## src/rtl/rv32_ctrl_pkg.sv

```systemverilog
// ============================================================================
// Module  : rv32_ctrl_pkg
// Brief   : Shared opcodes, immediate encodings, FSM states and static
//           control bundle for the RV32I multi-cycle control sequencer.
// Revision: 1.0
// ============================================================================
`default_nettype none

package rv32_ctrl_pkg;

  localparam logic [4:0] OP_R      = 5'b01100;
  localparam logic [4:0] OP_I      = 5'b00100;
  localparam logic [4:0] OP_LOAD   = 5'b00000;
  localparam logic [4:0] OP_STORE  = 5'b01000;
  localparam logic [4:0] OP_BRANCH = 5'b11000;
  localparam logic [4:0] OP_JAL    = 5'b11011;
  localparam logic [4:0] OP_LUI    = 5'b01101;

  localparam logic [1:0] IMM_I = 2'b00;
  localparam logic [1:0] IMM_S = 2'b01;
  localparam logic [1:0] IMM_B = 2'b10;
  localparam logic [1:0] IMM_J = 2'b11;

  typedef enum logic [2:0] {
    ST_FETCH  = 3'd0,
    ST_DECODE = 3'd1,
    ST_EXEC   = 3'd2,
    ST_MEM    = 3'd3,
    ST_WB     = 3'd4
  } state_t;

  typedef struct packed {
    logic [1:0] imm_sel;
    logic       alu_src;
    logic       alu_op;
    logic       lui_op;
    logic       wd_src;
    logic       mem2reg;
  } ctrl_t;

  localparam ctrl_t CTRL_NOP = '0;

  // Builds a ctrl_t in the same field order the decode table is written in.
  function automatic ctrl_t mk_ctrl(
    input logic [1:0] imm_sel,
    input logic       alu_src,
    input logic       alu_op,
    input logic       lui_op,
    input logic       wd_src,
    input logic       mem2reg
  );
    ctrl_t c;
    c.imm_sel = imm_sel;
    c.alu_src = alu_src;
    c.alu_op  = alu_op;
    c.lui_op  = lui_op;
    c.wd_src  = wd_src;
    c.mem2reg = mem2reg;
    return c;
  endfunction

endpackage

`default_nettype wire

```

## src/rtl/uc_decode.sv

```systemverilog
// ============================================================================
// Module  : uc_decode
// Brief   : Combinational opcode decoder: selector -> static controls and an
//           illegal-opcode flag.
// Revision: 1.0
// ============================================================================
`default_nettype none

module uc_decode
  import rv32_ctrl_pkg::*;
(
  input  logic [4:0] i_selector,
  output ctrl_t      o_ctrl,
  output logic       o_illegal
);

  always_comb begin
    o_ctrl    = CTRL_NOP;
    o_illegal = 1'b0;
    case (i_selector)
      OP_R:      o_ctrl = mk_ctrl(IMM_I, 1'b0, 1'b1, 1'b0, 1'b0, 1'b0);
      OP_I:      o_ctrl = mk_ctrl(IMM_I, 1'b1, 1'b1, 1'b0, 1'b0, 1'b0);
      OP_LOAD:   o_ctrl = mk_ctrl(IMM_I, 1'b1, 1'b0, 1'b0, 1'b0, 1'b1);
      OP_STORE:  o_ctrl = mk_ctrl(IMM_S, 1'b1, 1'b0, 1'b0, 1'b0, 1'b0);
      OP_BRANCH: o_ctrl = mk_ctrl(IMM_B, 1'b0, 1'b1, 1'b0, 1'b0, 1'b0);
      OP_JAL:    o_ctrl = mk_ctrl(IMM_J, 1'b0, 1'b0, 1'b0, 1'b1, 1'b0);
      OP_LUI:    o_ctrl = mk_ctrl(IMM_I, 1'b1, 1'b0, 1'b1, 1'b0, 1'b0);
      default:   o_illegal = 1'b1;
    endcase
  end

endmodule

`default_nettype wire

```

## src/rtl/multicycle_ctrl.sv

```systemverilog
// ============================================================================
// Module  : multicycle_ctrl
// Brief   : RV32I multi-cycle control FSM (FETCH/DECODE/EXEC/MEM/WB) with a
//           held static-control register and ready-qualified memory handshakes.
// Revision: 1.0
// ============================================================================
`default_nettype none

module multicycle_ctrl
  import rv32_ctrl_pkg::*;
(
  input  logic       clk,
  input  logic       rst,
  input  logic [4:0] selector,
  input  logic       Zero,
  input  logic       imem_ready,
  input  logic       dmem_ready,
  output logic       imem_req,
  output logic       IRWrite,
  output logic       PCWrite,
  output logic       PCSrc,
  output logic [1:0] ImmSel,
  output logic       LUIOP,
  output logic       WDSrc,
  output logic       ALUSrc,
  output logic       ALUOP,
  output logic       Mem2Reg,
  output logic       MemRead,
  output logic       MemWrite,
  output logic       RegWriteEn,
  output logic       illegal,
  output logic [2:0] state
);

  state_t     r_state;
  state_t     w_next;
  ctrl_t      r_ctrl;
  logic [4:0] r_op;

  ctrl_t      w_dec_ctrl;
  logic       w_dec_illegal;

  logic       w_imem_req;
  logic       w_irwrite;
  logic       w_pcwrite;
  logic       w_pcsrc;
  logic       w_memread;
  logic       w_memwrite;
  logic       w_regwrite;
  logic       w_illegal;

  uc_decode u_decode (
    .i_selector (selector),
    .o_ctrl     (w_dec_ctrl),
    .o_illegal  (w_dec_illegal)
  );

  always_ff @(posedge clk) begin
    if (rst) begin
      r_state <= ST_FETCH;
      r_ctrl  <= CTRL_NOP;
      r_op    <= '0;
    end else begin
      r_state <= w_next;
      // The opcode is only guaranteed valid from DECODE on, so latch it there
      // and steer EXEC/MEM/WB from the held copy.
      if (r_state == ST_DECODE) begin
        r_ctrl <= w_dec_ctrl;
        r_op   <= selector;
      end
    end
  end

  always_comb begin
    w_next     = r_state;
    w_imem_req = 1'b0;
    w_irwrite  = 1'b0;
    w_pcwrite  = 1'b0;
    w_pcsrc    = 1'b0;
    w_memread  = 1'b0;
    w_memwrite = 1'b0;
    w_regwrite = 1'b0;
    w_illegal  = 1'b0;
    case (r_state)
      ST_FETCH: begin
        w_imem_req = 1'b1;
        if (imem_ready) begin
          w_irwrite = 1'b1;
          w_next    = ST_DECODE;
        end
      end
      ST_DECODE: begin
        if (w_dec_illegal) begin
          w_illegal = 1'b1;
          w_pcwrite = 1'b1;
          w_next    = ST_FETCH;
        end else begin
          w_next = ST_EXEC;
        end
      end
      ST_EXEC: begin
        case (r_op)
          OP_BRANCH: begin
            w_pcwrite = 1'b1;
            w_pcsrc   = Zero;
            w_next    = ST_FETCH;
          end
          OP_LOAD, OP_STORE: w_next = ST_MEM;
          default:           w_next = ST_WB;
        endcase
      end
      ST_MEM: begin
        if (r_op == OP_LOAD) begin
          w_memread = 1'b1;
          if (dmem_ready) begin
            w_next = ST_WB;
          end
        end else begin
          w_memwrite = 1'b1;
          if (dmem_ready) begin
            w_pcwrite = 1'b1;
            w_next    = ST_FETCH;
          end
        end
      end
      ST_WB: begin
        w_regwrite = 1'b1;
        w_pcwrite  = 1'b1;
        w_pcsrc    = (r_op == OP_JAL);
        w_next     = ST_FETCH;
      end
      default: w_next = ST_FETCH;
    endcase
  end

  // Reset kills every strobe combinationally so an aborted access drops at once.
  assign imem_req   = w_imem_req & ~rst;
  assign IRWrite    = w_irwrite  & ~rst;
  assign PCWrite    = w_pcwrite  & ~rst;
  assign PCSrc      = w_pcsrc    & w_pcwrite & ~rst;
  assign MemRead    = w_memread  & ~rst;
  assign MemWrite   = w_memwrite & ~rst;
  assign RegWriteEn = w_regwrite & ~rst;
  assign illegal    = w_illegal  & ~rst;

  assign ImmSel  = r_ctrl.imm_sel;
  assign ALUSrc  = r_ctrl.alu_src;
  assign ALUOP   = r_ctrl.alu_op;
  assign LUIOP   = r_ctrl.lui_op;
  assign WDSrc   = r_ctrl.wd_src;
  assign Mem2Reg = r_ctrl.mem2reg;
  assign state   = r_state;

endmodule

`default_nettype wire

```

## config.mk

```make
export PLATFORM = sky130hd
export DESIGN_NAME = multicycle_ctrl
export DESIGN_NICKNAME = d
export VERILOG_FILES = /design/src/rtl/rv32_ctrl_pkg.sv /design/src/rtl/uc_decode.sv /design/src/rtl/multicycle_ctrl.sv
export SDC_FILE = /design/constraint.sdc
export NUM_CORES = 1
export LEC_CHECK = 0
export ABC_AREA = 1
export BUFFER_PORTS_ARGS = -buffer_cell sky130_fd_sc_hd__buf_2
export CAP_MARGIN = 20
export CORE_UTILIZATION = 49
export DETAILED_ROUTE_END_ITERATION = 8
export PLACE_DENSITY = 0.77
export SYNTH_ARGS = -nofsm -noshare
export SYNTH_HDL_FRONTEND = slang
export SYNTH_HIERARCHICAL = 1
export SYNTH_SLANG_ARGS = --single-unit
```

## constraint.sdc

```tcl
create_clock -name clk -period 1.35 [get_ports clk]
set_input_delay 0.27 -clock clk [delete_from_list [all_inputs] [get_ports clk]]
set_output_delay 0.27 -clock clk [all_outputs]
set_load 0.02 [all_outputs]
```

After elaboration in Yosys (flattened, before gate mapping) --
Cells that the tools add are included.
Operators by class: $add $sub $neg 0, multipliers 0, div/mod/pow operators 0, magnitude comparators 0, equality and inequality tests 15, shifts and indexed selects 0, multiplexer cells 24, bitwise operators 10, reductions and logical operators 6
Operators with widths (number):
- one-hot mux 7 bit (7 select lines) | 1
- equality test 5 x 4 -> 1 bit (second input constant) | 4
- equality test 5 bit (second input constant) | 4
- two-way mux 1 bit | 14
- two-way mux 3 bit | 4
- one-hot mux 3 bit (4 select lines) | 1
- logical NOT 5 bit | 2
- bitwise AND 1 bit | 9
- OR reduction 7 bit | 1
- equality test 3 x 2 -> 1 bit (second input constant) | 2
- one-hot mux 3 bit (2 select lines) | 1
- equality test 5 x 3 -> 1 bit (second input constant) | 1
- != test 2 bit (second input constant) | 2
- one-hot mux 1 bit (4 select lines) | 1
- equality test 3 x 1 -> 1 bit (second input constant) | 1
- equality test 3 bit (second input constant) | 1
- logical NOT 3 bit | 1
- two-way mux 2 bit | 1
- one-hot mux 1 bit (2 select lines) | 1
- AND reduction 2 bit | 1
- OR reduction 2 bit | 1
- inverter 1 bit | 1
Word-level totals: flip-flop bits (word level) 15, bits in latches 0, memory bits (writable) 0, memory bits (read-only) 0, bits of input ports 10, output and inout port bits 18, word-level logic and storage cells 63, memories 0

Depth between registers and ports, before layout --
Gate-level depths: netlist of run 1.
word-level depth 6, mapped depth 11, gate-level depth less buffers 11

By module --
The synthesis of run 1 kept the hierarchy.
By module, submodules not included:
- multicycle_ctrl | times used 1, cells each 115, area an instance 747.0 um^2, seq. area each 300.3 um^2
- uc_decode | times used 1, cells each 29, area an instance 128.9 um^2, seq. area each 0.0 um^2

Worst setup path after synthesis of run 1 --
No wires, ideal clock.
kind register -> output, start register r_state[1] (netlist: state[1]), end output port PCSrc, data arrival time 1309 ps, data required time 1080 ps, path slack -229 ps, stages on the path, launching flop included 5, path buffers 0, path through dfxtp_1 > inv_1 > nor3_1 > nand3_1 > a21oi_1
Between the ends: cells in the longest elaborated chain, start to end 4, elaborated cells between the ends (all ways) 8, those cells by class eq/ne: 4; mux: 2; bitwise: 2
RTL lines:
- start, declared | line multicycle_ctrl.sv:35 | state_t r_state;
- start signal, assigned | line multicycle_ctrl.sv:64 | r_state <= w_next;
- equality test 3 bit (tied with other cells) | line multicycle_ctrl.sv:84 | case (r_state)
- one-hot mux 1 bit (4 select lines) or one-hot mux 1 bit (2 select lines) (tied branches) | line multicycle_ctrl.sv:84
- bitwise AND 1 bit (*) (2 in series) | line multicycle_ctrl.sv:140 | assign PCSrc = w_pcsrc & w_pcwrite & ~rst;
- end, declared | line multicycle_ctrl.sv:21 | output logic PCSrc,
Every way passes the cells marked *; elsewhere a longest branch is shown, timed or not.

Final worst setup path of run 1 --
start register r_state[1] (netlist: state[1]), end output port PCWrite
Between the ends: cells in the longest elaborated chain, start to end 3, elaborated cells between the ends (all ways) 6, those cells by class eq/ne: 4; mux: 1; bitwise: 1
RTL lines:
- equality test 3 bit (tied with other cells) | line multicycle_ctrl.sv:84
- one-hot mux 1 bit (4 select lines) (*) | line multicycle_ctrl.sv:84
- bitwise AND 1 bit (*) | line multicycle_ctrl.sv:139 | assign PCWrite = w_pcwrite & ~rst;
- end, declared | line multicycle_ctrl.sv:20 | output logic PCWrite,
Marks and branches as above.

==> impl_results.md, run 1 <==
- Status: finished with violations
- Failing checks: negative setup slack
- Startpoint Class: register
- VDD IR max: between 600 and 700 uV
- Worst setup EP type: output port
- CP max stage delay: 390 ps
- Syn Nets: around 150
- Switching pwr: around 360 uW
- DRC: 0
- Hold path endpoint: r_op[4]
- Final min period: 1620 ps
- R2r startpoint: state[0]
- Pleak: around 0.66 nW
- Clk_skew: between 1 and 1.5 ps
- Total power draw: 1.08 mW
- CTS tree: done
- All-Layer GR Usage: 0.237
- Worst R2R End: state[2]
- Initial antenna violation count: 0
- Switch share: 0.332
- CP top delay family: simple AND/OR/NAND/NOR gates
- Fraction of registers with async set or reset after synthesis: 0
- H-Tree Depth: 1
- Slew @ Worst Pin: roughly 400 ps
- Area growth, synth to finish: 49.1%
- Top post-synthesis cells by area: dfxtp_1 34%, nand2_1 18%, nor2_1 9.9%
- Die Y: between 40 and 50 um
- Count leader, synth: nand2_1
- Mapped Cells: ~140
- Hold Crit Depth: 3
- Worst Reg-to-Reg Cells: 8
- YS warnings: 6
- Buf+Inv Stages, Crit Path: 2
- CTS root buf: clkbuf_4
- Top FF cell, synth: dfxtp_1
- Mapped Area: 876 um2
- Worst-skew pair later-pin latency: between 200 and 300 ps
- Routed Antenna Nets: 0
- Crit path from: state[1]
- NumNets Final: 200
- Final Worst Setup Slack: -271 ps
- #FFs+latches synth: 15
- Worst path required time: around 1100 ps
- Unrepaired setup endpoints after global routing: yes
- Routed vias: a little over 1000
- Cell repeated most along the worst path: nand2_1
- CP Class: reg2out
- Die Footprint: between 1500 and 2000 um2
- Layout cells sized above 1: 0.413
- Register share of total power: 0.456
- TritonCTS buffer count: 3
- DRT iter0 DRCs: 16
- CTS sink count: 15
- Rows: 14
- Largest net degree at the start of global routing: 19
- 1st-pass router iterations: 4
- Clk buf depth: 2
- Slowest-stage cell, CP: dfxtp_4
- Clock share of power: 0.235
- Global placement routability congestion: around 0.9
- Sequential-to-total area share from yosys stat: 0.343
- Comb pwr share: 0.309
- CP max FO: 4
- Clock-pin slew on the worst setup and hold paths: roughly 90 ps
- Yosys cell types: 17
- Total core area: between 1500 and 2000 um2
- Final setup viols: 8
- Hold Startpoint: selector[4]
- First-pass GRT wire length: approximately 3500 um
- Drt total wl: roughly 2200 um
- CP arrival: about 1400 ps
- Min-delay worst type: in2reg
- Top cells by count, synth: 42 x nand2_1, 23 x nor2_1, 18 x inv_1
- Worst slew margin: 0.735
- Starting Density: 0.549
- CP cell instances: inv_4 > nor3_4 > nand2_1 > nand2_1 > nor2_1 > nor2_2 > buf_6
- Number of port buffers: 27
- Internal power: just over 700 uW
- Ant. Diodes: 0
- Setup WS pre-CTS: -152 ps
- Final hold viol count: 0
- Overflow after GRT: 0
- HPWL Detailed: 1590 um
- Syn_area_per_cell: approximately 6.1 um2
- Fmax: just over 600 MHz
- IO Count: 28
- # Max-Cap Violations: 0
- Cell taking the most area after synthesis: dfxtp_1
- Final slew viol count: 0
- Die Wd: 44.3 um
- PD cells: 828 nW/um2
- Fin crit share: 1.20
- Number of synthesized flops with an enable pin: 0
- Vias in the first global route: 895
- R2R setup slack: about 190 ps
- Post-synth top area share: 0.343
- Routed wire per std cell: 10.3 um
- Detailed-route vias per instance: approximately 4.8
[worst max-delay path by stage]
stage          slack, ps  cells past startpoint       to
2_1_floorplan         20                      7  PCWrite
3_3_place_gp        -130                     11  PCWrite
3_5_place_dp        -150                     11  PCWrite
4_1_cts             -290                      6    PCSrc
5_1_grt             -370                      7  PCWrite
6_report            -270                      7  PCWrite
[repair_timing]
| item | CTS | global route |
|---|---|---|
| gates resized for setup | 21 | 15 |
| hold buffers | 0 | 0 |
| setup endpoints to repair | 8 | 8 |
| pin swaps | 6 | 14 |
| endpoints found under the hold margin | 0 | 0 |
| setup buffers | 1 | 2 |
[per-stage QoR]
step	setup TNS [ps]	cells	util	hold slack, ps	area [um2]
finish	-1460	213	0.819	278	1310
global route	-2070	213	0.819	303	1310
CTS	-1460	211	0.784	267	1250
detailed placement	-293	206	0.724	452	1150
global placement	-183	206	0.724	450	1150
floorplan	0	144	-	413	903
[metal layers]
layer	vias to the layer above	share of wire	track usage
met5	-	0	0
met4	0	0.0086	0.109
met3	4	0.038	0.0367
met2	31	0.51	0.429
met1	453	0.45	0.270
li1	541	-	-
[cell usage in the layout (no fill, tap or decap)]
| master | n |
|---|---|
| a21oi_1 | 13 |
| nand2_2 | 4 |
| nor3_4 | 1 |
| nand4_1 | 1 |
| nor2_4 | 5 |
| a21oi_4 | 1 |
| dfxtp_2 | 1 |
| o21ai_2 | 1 |
| nand3_4 | 1 |
| inv_1 | 14 |
| nand3_1 | 8 |
| dfxtp_4 | 3 |
| nor3_2 | 1 |
| dfxtp_1 | 11 |
| nand3_2 | 1 |
| inv_2 | 4 |
| o21ai_0 | 7 |
| clkbuf_1 | 1 |
| buf_2 | 18 |
| nor2_2 | 4 |
| nor2_1 | 16 |
| inv_4 | 3 |
| clkbuf_4 | 3 |
| buf_6 | 3 |
| nand2_4 | 1 |
| nor3_1 | 1 |
| nand2_1 | 39 |
| buf_4 | 23 |
[sequential cells by signal, summed over array words and instances (netlist names)]
name and cells:
ALUOP 1, ALUSrc 1, ImmSel 2, LUIOP 1, Mem2Reg 1, WDSrc 1
r_op 5, state 3
[logic make-up after synthesis]
group,synth area share
and+or+nand+nor,0.414
buffers and inverters,0.113
AOI/OAI and AO/OA,0.130
DFF,0.343
[cell type report]
type                       count  area, um2
fill                         115        288
clock buffer                   4       26.3
timing repair buffer          44        297
tap                           24       30.0
inverter                      21       86.3
sequential                    15        313
multi-input combinational    105        554
[tightest hold or removal path, stage by stage]
cell	delay, ps
buf_2	130
nand2_1	70
a21oi_1	50
[power by group through the flow]
stage                     clock network, mW  logic (mW)  registers, mW
after detailed placement                  0       0.288          0.498
after global placement                    0       0.281          0.496
after global routing                  0.280       0.367          0.497
after floorplan                           0       0.167          0.505
after CTS                             0.258       0.307          0.490
final                                 0.254       0.334          0.493
Power figures use the tool's default switching activity.
==> run 2, diff against run 1 <==
--- a/config.mk
+++ b/config.mk
@@ -8,9 +8,9 @@
 export ABC_AREA = 1
 export BUFFER_PORTS_ARGS = -buffer_cell sky130_fd_sc_hd__buf_2
 export CAP_MARGIN = 20
-export CORE_UTILIZATION = 49
+export CORE_UTILIZATION = 40
 export DETAILED_ROUTE_END_ITERATION = 8
-export PLACE_DENSITY = 0.77
+export PLACE_DENSITY = 0.65
 export SYNTH_ARGS = -nofsm -noshare
 export SYNTH_HDL_FRONTEND = slang
 export SYNTH_HIERARCHICAL = 1
==> run 2 against run 1 <==
Against the previous run: power increased by 0.12%; critical path depth fell by 1; critical endpoint unchanged; the flow still finishes with violations (negative setup slack); die area up 21%; count of clock-buffer cells in the layout stayed put; register-to-register slack worse by 30 ps; critical path type unchanged; sequential share of layout area shrank 0.41 points; first-iteration DRC count is 13% higher; highest routed layer unchanged; non-clock buffer count up 2; clock skew shrank 0.63 ps.
==> impl_results.md, run 2 (synthesized netlist as in run 1, its figures left out) <==
- First-pass GRT wire length: 3990 um (+15%)
- PD cells: 818 nW/um2 (-1.2%)
- CTS sink count: 15 (unchanged)
- Vias in the first global route: 982 (+9.7%)
- Worst path required time: 1080 ps (about the same)
- Total power draw: 1.08 mW (+0.12%)
- Placed inst area: 1190 um2 (+2.9%)
- DRT iter0 DRCs: 18 (+2)
- Most common cell after layout, fill and taps aside: nand2_1
- Total core area: 2000 um2 (+26%)
- DRC: 0 (unchanged)
- HPWL Detailed: 1690 um (+5.9%)
- Max FFs per register: 5 (unchanged)
- Clk_skew: 0.411 ps (-0.635 ps)
- All-Layer GR Usage: 0.211 (-0.0262)
- NumNets Final: 202 (+1.0%)
- Die Y: 48.8 um (+10%)
- CP Class: reg2out
- Register area: 312 um2 (-0.40%)
- Final Instance Area: 1320 um2 (+1.3%)
- Routed wire per std cell: 10.7 um (+3.7%)
- Die Footprint: 2380 um2 (+21%)
- Final hold viol count: 0 (unchanged)
- Setup WS pre-CTS: -191 ps (-38.2 ps)
- Worst slew margin: 0.744 (+0.00892)
- Number of port buffers: 27 (unchanged)
- Starting Density: 0.438 (-0.112)
- Largest Register: r_op
- Failing checks: negative setup slack
- Status: finished with violations
- Slew @ Worst Pin: 384 ps (-13.4 ps)
- Routed Antenna Nets: 0 (unchanged)
- CP max FO: 5 (+1)
- Pleak: 0.670 nW (+0.87%)
- CP arrival: 1350 ps (about the same)
- Ant. Diodes: 0 (unchanged)
- Final setup viols: 8 (unchanged)
- Worst-skew pair later-pin latency: 270 ps (about the same)
- Commonest non-fill, non-tap cells in the layout: 39 x nand2_1, 24 x buf_4, 19 x buf_2
- Unrepaired setup endpoints after global routing: yes
- Clk buf depth: 2 (unchanged)
- Overflow after GRT: 0 (unchanged)
- Initial antenna violation count: 0 (unchanged)
- Global placement routability congestion: 0.932 (+3.9%)
- CTS root buf: clkbuf_4
- Final Worst Setup Slack: -268 ps (+2.92 ps)
- Detailed-route vias per instance: 4.69 (-3.0%)
- Routed vias: 1022 (-0.68%)
- Final slew viol count: 0 (unchanged)
- 1st-pass router iterations: 4 (unchanged)
- Clock-pin slew on the worst setup and hold paths: 80 ps (about the same)
- VDD IR max: 652 uV (-2.9%)
- Multi-input logic area: 559 um2 (+0.90%)
- Startpoint Class: register
- TritonCTS buffer count: 3 (unchanged)
- # Max-Cap Violations: 0 (unchanged)
- IO Count: 28 (unchanged)
- Layout cells sized above 1: 0.414 (+0.000914)
- Fin crit share: 1.20 (-0.00216)
- Final min period: 1620 ps (-2.92 ps)
- Worst setup EP type: output port
- Largest net degree at the start of global routing: 19 (unchanged)
- Rows: 16 (+2)
- H-Tree Depth: 1 (unchanged)
- Area growth, synth to finish: 51.1%
- Fillers: 184 (+60%)
- Die Wd: 48.8 um (+10%)
- CTS tree: done
- Drt total wl: 2340 um (+6.1%)
- Hold WS: 314 ps (+35.9 ps)
- Fmax: 618 MHz (+0.18%)
- Min-delay worst type: in2reg
-- run 2: cell types whose count changed in the layout (fill, tap and decap cells not counted) --
cell	previous run	this run
buf_4	23	24
inv_4	3	2
inv_1	14	15
nor2_4	5	4
nand2_4	1	2
nand3_1	8	7
nand3_2	1	2
dfxtp_1	11	12
dfxtp_2	1	0
nor2_2	4	5
nand2_2	4	3
buf_2	18	19
-- run 2: routing by layer --
metal,part of all wire,GRT usage
met2,0.55,0.412
met3,0.025,0.0187
met4,0.0034,0.0735
met5,0,0
met1,0.42,0.233
-- run 2: through the flow --
stage               cells   util  TNS (ps)
detailed placement    213  0.593      -299
floorplan             144      -         0
finish                218  0.661     -1470
CTS                   217  0.641     -1450
global route          218  0.661     -2220
global placement      213  0.593      -245
-- run 2: final timing paths --
check	startpoint	end	slack (ps)	depth (start not counted)
setup reg to reg	state[0]	state[2]	160	8
setup / recovery	state[0]	PCWrite	-270	6
hold / removal	imem_ready	state[0]	310	4
hold reg to reg	ImmSel[0]	ImmSel[0]	470	2
-- run 2: area by class of cell --
type,count,share of cell area
Clock buffer,4,0.0198
Inverter,21,0.0633
Multi-Input combinational cell,105,0.422
Sequential cell,15,0.235
Tap cell,27,0.0255
Timing Repair Buffer,46,0.233
-- run 2: what timing repair did --
action                     4_1_cts  5_1_grt
setup endpoints to repair        8        8
gates resized for setup         24        9
buffers inserted                 0        1
pin swaps                        1        3
hold buffers                     0        0
-- run 2: report_power, final --
group	total [mW]	leakage, nW	switching (mW)	internal [mW]
logic	0.345	0.530	0.198	0.147
registers	0.489	0.124	0.0246	0.464
clock network	0.248	0.0150	0.134	0.114
-- run 2: critical path: stages (launching register included) --
cell and delay, ps:
dfxtp_4 380, nor3_4 250, nand2_1 90, nand2_1 70, nor2_1 50, nor2_2 100
buf_6 120
